`config.mk`:
```
export PLATFORM = sky130hd
export DESIGN_NAME = fetch_unit
export DESIGN_NICKNAME = d
export VERILOG_FILES = /design/src/rtl/fetch_unit.sv
export SDC_FILE = /design/constraint.sdc
export NUM_CORES = 1
export LEC_CHECK = 0
export CAP_MARGIN = 30
export CORE_MARGIN = 2
export CORE_UTILIZATION = 46
export CTS_BUF_LIST = sky130_fd_sc_hd__clkbuf_2 sky130_fd_sc_hd__clkbuf_4 sky130_fd_sc_hd__clkbuf_8
export DETAILED_ROUTE_END_ITERATION = 8
export GPL_TIMING_DRIVEN = 0
export PLACE_DENSITY = 0.83
export SLEW_MARGIN = 20
export SYNTH_ARGS = -nofsm -noshare
export SYNTH_HDL_FRONTEND = slang
export SYNTH_SLANG_ARGS = --single-unit
```
`constraint.sdc`:
```
create_clock -name clk -period 3.95 [get_ports clk]
set_input_delay 0.79 -clock clk [delete_from_list [all_inputs] [get_ports clk]]
set_output_delay 0.79 -clock clk [all_outputs]
set_load 0.1 [all_outputs]
```
`src/rtl/fetch_unit.sv`:
```
// fetch_unit: instruction fetch stage. Owns the PC, reads a combinational word-addressed ROM,
// and presents one instruction at a time to decode through a valid/ready output register.
// Optional build macro FETCH_UNIT_STATS_EN adds saturating fetch_cnt / stall_cnt outputs.
module fetch_unit #(
   parameter logic [15:0] RESET_PC = 16'h0000,
   parameter logic [15:0] PC_STEP  = 16'd1,
   localparam int unsigned PC_W    = 16,
   localparam int unsigned INSTR_W = 64
`ifdef FETCH_UNIT_STATS_EN
   ,
   localparam int unsigned CNT_W   = 32
`endif
) (
   input  logic               clk,
   input  logic               reset_n,
   input  logic               start,
   input  logic               halt,
   input  logic               br_valid,
   input  logic [PC_W-1:0]    br_target,
   output logic [PC_W-1:0]    imem_a,
   input  logic [INSTR_W-1:0] imem_rd,
   output logic               out_valid,
   input  logic               out_ready,
   output logic [INSTR_W-1:0] out_instr,
   output logic [PC_W-1:0]    out_pc,
`ifdef FETCH_UNIT_STATS_EN
   output logic [CNT_W-1:0]   fetch_cnt,
   output logic [CNT_W-1:0]   stall_cnt,
`endif
   output logic               busy
);

   localparam logic [1:0] IDLE   = 2'd0;
   localparam logic [1:0] RUN    = 2'd1;
   localparam logic [1:0] HALTED = 2'd2;

   logic [1:0]         state_q, state_d;
   logic               busy_q, busy_d;
   logic [PC_W-1:0]    pc_q, pc_d;
   logic               out_valid_q, out_valid_d;
   logic [INSTR_W-1:0] out_instr_q, out_instr_d;
   logic [PC_W-1:0]    out_pc_q, out_pc_d;
   logic               fetch_c;
   logic               transfer_c;

   // Fetch only in RUN, never during a redirect or halt, and only when the output slot frees up.
   assign fetch_c    = (state_q == RUN) && !halt && !br_valid && (!out_valid_q || out_ready);
   assign transfer_c = out_valid_q && out_ready;

   // FSM state register.
   always_ff @(posedge clk or negedge reset_n) begin
      if (!reset_n) begin
         state_q <= IDLE;
         busy_q  <= 1'b0;
      end else begin
         state_q <= state_d;
         busy_q  <= busy_d;
      end
   end

   // Next-state logic; a redirect freezes the FSM for that cycle.
   always_comb begin
      state_d = state_q;
      if (!br_valid) begin
         case (state_q)
            IDLE:    if (start) state_d = RUN;
            RUN:     if (halt)  state_d = HALTED;
            HALTED:  if (start) state_d = RUN;
            default: state_d = IDLE;
         endcase
      end
      busy_d = (state_d == RUN);
   end

   // Datapath next values: redirect > fetch > drain.
   always_comb begin
      pc_d        = pc_q;
      out_valid_d = out_valid_q;
      out_instr_d = out_instr_q;
      out_pc_d    = out_pc_q;
      if (br_valid) begin
         pc_d        = br_target;
         out_valid_d = 1'b0;
      end else if (fetch_c) begin
         out_instr_d = imem_rd;
         out_pc_d    = pc_q;
         out_valid_d = 1'b1;
         pc_d        = PC_W'(pc_q + PC_STEP);
      end else if (transfer_c) begin
         out_valid_d = 1'b0;
      end
   end

   // PC and output register.
   always_ff @(posedge clk or negedge reset_n) begin
      if (!reset_n) begin
         pc_q        <= RESET_PC;
         out_valid_q <= 1'b0;
         out_instr_q <= '0;
         out_pc_q    <= '0;
      end else begin
         pc_q        <= pc_d;
         out_valid_q <= out_valid_d;
         out_instr_q <= out_instr_d;
         out_pc_q    <= out_pc_d;
      end
   end

   assign imem_a    = pc_q;
   assign out_valid = out_valid_q;
   assign out_instr = out_instr_q;
   assign out_pc    = out_pc_q;
   assign busy      = busy_q;

`ifdef FETCH_UNIT_STATS_EN
   logic [CNT_W-1:0] fetch_cnt_q, fetch_cnt_d;
   logic [CNT_W-1:0] stall_cnt_q, stall_cnt_d;

   // Saturating event counters.
   always_comb begin
      fetch_cnt_d = fetch_cnt_q;
      stall_cnt_d = stall_cnt_q;
      if (fetch_c && (fetch_cnt_q != '1)) fetch_cnt_d = CNT_W'(fetch_cnt_q + CNT_W'(1));
      if (out_valid_q && !out_ready && (stall_cnt_q != '1)) stall_cnt_d = CNT_W'(stall_cnt_q + CNT_W'(1));
   end

   // Counter registers.
   always_ff @(posedge clk or negedge reset_n) begin
      if (!reset_n) begin
         fetch_cnt_q <= '0;
         stall_cnt_q <= '0;
      end else begin
         fetch_cnt_q <= fetch_cnt_d;
         stall_cnt_q <= stall_cnt_d;
      end
   end

   assign fetch_cnt = fetch_cnt_q;
   assign stall_cnt = stall_cnt_q;
`endif

endmodule
```
---- After elaboration in Yosys (flattened, before gate mapping) ----
Cells that the tools add are included.
storage, ports and cells
  bits in registers ....................... 100
  input bits .............................. 86
  output and inout bits ................... 98
operators by class
  $add $sub $neg .......................... 1
  eq/ne operators ......................... 3
  multiplexer cells ....................... 9
  bitwise gates (word level) .............. 1
  reduce and logical (&&, ||, !) cells .... 13
operator list
  operator                 number
  $mux W16                 2
  $add A16 B1 Y16 const B  1
  $mux W2                  3
  $eq A2 B1 Y1 const B     2
  $logic_and A1 B1 Y1      4
  $pmux W2 S2              1
  $logic_not A1 Y1         3
  $mux W1                  3
  $reduce_bool A3 Y1       1
  $eq A2 B2 Y1 const B     1
  $logic_not A2 Y1         1
  $reduce_and A2 Y1        1
  $reduce_bool A2 Y1       1
  $reduce_or A2 Y1         1
  $logic_or A1 B1 Y1       1
  $not A1 Y1               1

---- Longest topological paths before layout ----
Gate-level depths: netlist of the first run.
  depth after elaboration ................. 6
  depth in mapped cells ................... 6

---- Worst setup path after synthesis of the first run ----
Ideal clock, no wire load.
  kind .................................... register to register
  from .................................... register pc_q[6], in the netlist imem_a[6]
  to ...................................... register pc_q[15], in the netlist imem_a[15]
  setup time .............................. 0.125 ns
  arrival time ............................ 2.301 ns
  data required time ...................... 3.825 ns
  path slack .............................. 1.524 ns
  stages on the path, launching flop included .. 5
  buffers on the path ..................... 0
  cell sequence ........................... dfrtp_1 nand4_1 or4b_1 nor4_1 mux2_2
between the ends
  word-level cells in the longest chain between the ends .. 3
RTL lines
  item                    RTL line  RTL
  start, declared         39        logic [PC_W-1:0] pc_q, pc_d;
  start signal, assigned  102       pc_q <= pc_d;
  $add A16 B1 Y16         88        pc_d = PC_W'(pc_q + PC_STEP);
  $mux W16                84        end else if (fetch_c) begin
  $mux W16                81        if (br_valid) begin
No other way between the ends. The select of a mux whose other input is x is not followed.
A chain may end at the register's enable or synchronous reset.

---- Worst setup path after layout of the first run ----
  from .................................... register pc_q[2], in the netlist imem_a[2]
  to ...................................... output imem_a[2]
RTL lines
  item           RTL line  RTL
  end, declared  20        output logic [PC_W-1:0] imem_a,
No word-level cell between the ends.

==> flow_metrics.env, run 1 <==
export IMPL_status="completed"
export IMPL_std_cell_rows=34
export IMPL_cts_htree_levels=3
export IMPL_clk_pin_slew_ps=100
export IMPL_drive_gt1_share_pct=20.7
export IMPL_start_util_pct=47.2
export IMPL_place_area_um2=6080
export IMPL_die_w_um=98.4
export IMPL_ys_ff_latch=100
export IMPL_maxClockFrequency_ghz=0.352
export IMPL_fin_crit_ps=2840
export IMPL_syn_nets=380
export IMPL_port_buffers=182
export IMPL_grt_pass1_vias=3261
export IMPL_numCtsBuffers=9
export IMPL_grt_usage_pct=23.4
export IMPL_drc=0
export IMPL_netlist_area_um2=4100
export IMPL_cts_hold_buf=0
export IMPL_netlist_instances=293
export IMPL_setup_violations=0
export IMPL_fill_cells=618
export IMPL_tns_ps=0
export IMPL_cp_required_ps=3160
export IMPL_areaGrowthSynthToFinish_pct=53.7
export IMPL_synth_compound_area_share_pct=4.00
export IMPL_design_area_um2=6300
export IMPL_finalMaxSlewViolations=0
export IMPL_crit_family="buffers and inverters"
export IMPL_worstHoldPathType="in -> async"
export IMPL_worstSetupStartpointType="register"
export IMPL_fin_skew_ps=11.0
export IMPL_synth_fa_ha_area_share_pct=0.305
export IMPL_clockRootBuffer="clkbuf_8"
export IMPL_gp_congestion=0.797
export IMPL_cts_tree="yes"
export IMPL_dp_hpwl_mm=8.23
export IMPL_cts_max_path_buffers=2
export IMPL_hold_slack_ps=337
export IMPL_synth_flop_cell="dfrtp_1"
export IMPL_ff_latch_area_um2=2500
export IMPL_detail_route_wl_per_cell_um=18.0
export IMPL_tightestPinTransition_ps=1030
export IMPL_async_reset_ff_share_pct=100
export IMPL_core_area_um2=8680
export IMPL_finalNetCount=574
export IMPL_clock_sinks=100
export IMPL_antenna_found_initial=0
export IMPL_path_cells="clkdlybuf4s50_1"
export IMPL_synthDistinctLibCells=32
export IMPL_ios=184
export IMPL_grt_start_max_net_pins=56
export IMPL_syn_area_per_cell_um2=14.0
export IMPL_period_share_pct=71.8
export IMPL_num_vias=3102
export IMPL_synthMuxAreaShare_pct=22.5
export IMPL_path_buf_inv=1
export IMPL_cts_resized=0
export IMPL_rsz0062_at_grt="no"
export IMPL_worst_path_max_delay_cell="clkdlybuf4s50_1"
export IMPL_grt_overflow_total=0
export IMPL_antenna_cells=0
export IMPL_clk_latency_ps=370
export IMPL_yosysSeqAreaShare_pct=61.1
export IMPL_synth_top_family_by_area="multiplexers"
export IMPL_drt_iter0_drc=92
export IMPL_ys_warn_count=0
export IMPL_dr_pass1_iters=4
export IMPL_max_cap_viol_count=0
export IMPL_synthXorXnorAreaFrac_pct=1.07
export IMPL_wl_mm=10.8
export IMPL_die_area_um2=9680
export IMPL_grt_pass1_wl_mm=17.8
export IMPL_crit_type="reg -> out"
export IMPL_synth_simple_gate_area_share_pct=7.88
export IMPL_cp_arrival_ps=2050
export IMPL_maxSlewHeadroom_pct=31.4
export IMPL_synth_edf_count=0
export IMPL_postLayoutCoreUtil_pct=72.6
export IMPL_hold_violations=0
export IMPL_cts_setup_buffers=0
export IMPL_cp_max_fo=7
export IMPL_postRouteAntennaNets=0
export IMPL_critPathMaxStageDelay_ps=1200
export IMPL_dieHeight_um=98.4
export IMPL_multi_input_area_um2=1470
export IMPL_via_per_inst=5.17
export IMPL_end_kind="output port"
## cells in the final DEF, fill, tap and decap left out, types with 2 or more instances in the layout
cell type,netlist,routed
clkdlybuf4s50_1,0,181
dfrtp_1,100,100
mux2_2,73,73
nor2_1,16,16
o21ai_0,11,11
nand2_1,11,11
buf_6,8,9
a31oi_1,9,9
clkbuf_8,0,9
mux2_1,8,8
inv_1,6,6
clkbuf_1,5,5
nand4_1,5,5
o31ai_1,5,5
or4_1,5,5
or3_1,4,4
a21oi_1,3,3
nand3_1,3,3
xnor2_1,3,3
nor2b_1,2,2
nor4_1,2,2
xor2_1,2,2
inv_6,0,2
clkinv_4,0,2
## registers in the layout, summed over array words and instances (netlist names)
register and cells:
out_instr 64, imem_a 16, out_pc 16, state_q 2, busy 1, out_valid 1
## final timing paths
path                                from             to  slack, ps  cells after the start
max                            imem_a[2]      imem_a[2]       1110                      1
min                              reset_n  out_instr[60]        340                      1
min in group clk           out_instr[61]  out_instr[61]        490                      1
max in group asynchronous        reset_n   out_instr[0]       2990                      2
min reg2reg                out_instr[61]  out_instr[61]        490                      1
max reg2reg                   state_q[1]      out_pc[9]       1970                      5
## synthesized netlist by cell type (6+ instances only)
master | count | area, µm²
o21ai_0 | 11 | 55.1
mux2_2 | 73 | 822
a31oi_1 | 9 | 56.3
inv_1 | 6 | 22.5
nor2_1 | 16 | 60.1
nand2_1 | 11 | 41.3
dfrtp_1 | 100 | 2500
mux2_1 | 8 | 90.1
buf_6 | 8 | 90.1
## metal layers
| metal | track usage [%] | vias to the layer above | part of all wire (%) |
|---|---|---|---|
| met4 | 6.11 | 0 | 1.4 |
| met3 | 6.51 | 14 | 6.8 |
| met2 | 40.0 | 121 | 51 |
| met1 | 29.5 | 1526 | 41 |
| met5 | 0 | - | 0 |
| li1 | - | 1441 | - |
## layout make-up
type,count,share of cell area [%]
clock buffer,9,1.97
inverter,6,0.357
buffer,13,1.73
tap,108,2.14
multi-input combinational,174,23.3
timing repair buffer,183,29.4
sequential,100,39.7
clock inverter,7,1.47
## logic make-up after synthesis
group,Yosys count
compound gates,28
mux,82
simple gates,58
buf+inv,19
fa+ha+maj,1
flops,100
xor+xnor,5
## per-stage QoR
stage,setup WS (ps),cells
after floorplan,1520,293
after global placement,-1560,583
after detailed placement,1120,584
after CTS,1100,600
after global routing,1040,600
final,1110,600
Power of run 1 is left out: the tool's default activity adds up to more than one toggle a clock period on the data nets, which glitch-free logic cannot reach.
==> run 2, diff against run 1 <==
--- a/config.mk
+++ b/config.mk
@@ -7,11 +7,11 @@
 export LEC_CHECK = 0
 export CAP_MARGIN = 30
 export CORE_MARGIN = 2
-export CORE_UTILIZATION = 46
+export CORE_UTILIZATION = 43
 export CTS_BUF_LIST = sky130_fd_sc_hd__clkbuf_2 sky130_fd_sc_hd__clkbuf_4 sky130_fd_sc_hd__clkbuf_8
 export DETAILED_ROUTE_END_ITERATION = 8
 export GPL_TIMING_DRIVEN = 0
-export PLACE_DENSITY = 0.83
+export PLACE_DENSITY = 0.78
 export SLEW_MARGIN = 20
 export SYNTH_ARGS = -nofsm -noshare
 export SYNTH_HDL_FRONTEND = slang
==> constraint.sdc (replaced) <==
create_clock -name clk -period 2.8 [get_ports clk]
set_input_delay 0.56 -clock clk [delete_from_list [all_inputs] [get_ports clk]]
set_output_delay 0.56 -clock clk [all_outputs]
set_load 0.1 [all_outputs]
==> run 2 against run 1 <==
  * Register-to-register slack got worse by 1100 ps
  * First-iteration DRC count fell by 2.2%
  * Non-clock buffer count unchanged
  * Critical endpoint is now imem_a[9]
  * Count of clock-buffer cells in the layout unchanged
  * Critical path depth unchanged
  * Cell count up 3.5%
  * Global-route usage is 3.3 points lower
  * Sequential cell count did not move
  * Clock skew hardly changed
  * Wire length fell by 4.8%
  * Largest cell class unchanged
  * Sequential share of layout area shrank 0.25 points
==> flow_metrics.env, run 2 (synthesized netlist as in run 1, its figures left out) <==
export IMPL_fin_crit_ps=2600
export IMPL_fin_skew_ps=11.0
export IMPL_worstHoldPathType="in -> async"
export IMPL_cts_tree="yes"
export IMPL_largest_reg_flops=64
export IMPL_setup_ws_ps=200
export IMPL_start_util_pct=44.4
export IMPL_maxSlewHeadroom_pct=31.4
export IMPL_antenna_cells=0
export IMPL_core_area_um2=9240
export IMPL_crit_reg2reg_launch="imem_a[6]"
export IMPL_postRouteAntennaNets=0
export IMPL_cts_resized=0
export IMPL_gp_congestion=0.777
export IMPL_setup_violations=0
export IMPL_detail_route_wl_per_cell_um=16.6
export IMPL_dp_slack_ps=225
export IMPL_cp_required_ps=2240
export IMPL_design_area_um2=6340
export IMPL_final_cell_mix="clkdlybuf4s50_1, dfrtp_1, mux2_2"
export IMPL_critPathMaxStageDelay_ps=1200
export IMPL_clock_sinks=100
export IMPL_clk_latency_ps=360
export IMPL_period_share_pct=92.9
export IMPL_postLayoutCoreUtil_pct=68.6
export IMPL_dieHeight_um=102
export IMPL_clockRootBuffer="clkbuf_8"
export IMPL_die_w_um=102
export IMPL_numCtsBuffers=9
export IMPL_hold_violations=0
export IMPL_end_kind="output port"
export IMPL_finalMaxSlewViolations=0
export IMPL_tightestPinTransition_ps=1030
export IMPL_finalNetCount=574
export IMPL_dr_pass1_iters=4
export IMPL_maxClockFrequency_ghz=0.385
export IMPL_drive_gt1_share_pct=20.7
export IMPL_cp_arrival_ps=2040
export IMPL_cts_setup_buffers=0
export IMPL_grt_overflow_total=0
export IMPL_grt_start_max_net_pins=58
export IMPL_place_area_um2=6110
export IMPL_clk_pin_slew_ps=100
export IMPL_post_place_cells=605
export IMPL_final_cells=621
export IMPL_grt_pass1_vias=3079
export IMPL_max_cap_viol_count=0
export IMPL_cp_max_fo=8
export IMPL_cts_max_path_buffers=2
export IMPL_num_vias=3063
export IMPL_port_buffers=182
export IMPL_wl_mm=10.3
export IMPL_crit_type="reg -> out"
export IMPL_via_per_inst=4.93
export IMPL_rsz0062_at_grt="no"
export IMPL_status="completed"
export IMPL_final_common_cell="clkdlybuf4s50_1"
export IMPL_grt_pass1_wl_mm=15.9
export IMPL_drc=0
export IMPL_path_cells="clkdlybuf4s50_1"
export IMPL_dp_hpwl_mm=7.82
export IMPL_std_cell_rows=35
export IMPL_drt_iter0_drc=90
export IMPL_cts_hold_buf=0
export IMPL_rrSetupSlack_ps=830
export IMPL_cts_htree_levels=3
export IMPL_crit_family="buffers and inverters"
export IMPL_worstSetupStartpointType="register"
export IMPL_die_area_um2=10300
export IMPL_ios=184
export IMPL_grt_usage_pct=20.1
export IMPL_crit_start="imem_a[9]"
export IMPL_worst_path_max_delay_cell="clkdlybuf4s50_1"
export IMPL_antenna_found_initial=0
export IMPL_areaGrowthSynthToFinish_pct=54.7
export IMPL_path_buf_inv=1
run 2: metrics by stage:
step / setup TNS, ps / hold slack, ps
finish: 0 / 147
global route: 0 / 165
CTS: 0 / 158
detailed placement: 0 / 474
global placement: -254850 / 468
floorplan: 0 / 264
run 2: final timing paths:
| check | endpoint | cells past startpoint |
|---|---|---|
| worst max-delay path | imem_a[9] | 1 |
| worst min register to register | out_instr[59] | 1 |
| worst max register to register | imem_a[15] | 4 |
| min in group clk | out_instr[59] | 1 |
| worst min-delay path | out_pc[3] | 1 |
| max in group asynchronous | out_pc[12] | 2 |
run 2: layout make-up:
cell class,count,area (µm²)
Clock inverter,7,106
Multi-Input combinational cell,174,1470
Fill cell,691,2900
Timing Repair Buffer,183,1850
Tap cell,129,161
Sequential cell,100,2500
Buffer,13,109
Clock buffer,9,124
Inverter,6,22.5
run 2: metal layers:
layer	share of wire [%]	vias to the layer above	track usage, %
li1	-	1438	-
met1	41	1492	25.0
met2	49	119	33.5
met3	8.1	14	5.52
met4	1.9	0	7.48
met5	0	-	0
Power of run 2 is left out for the same reason.
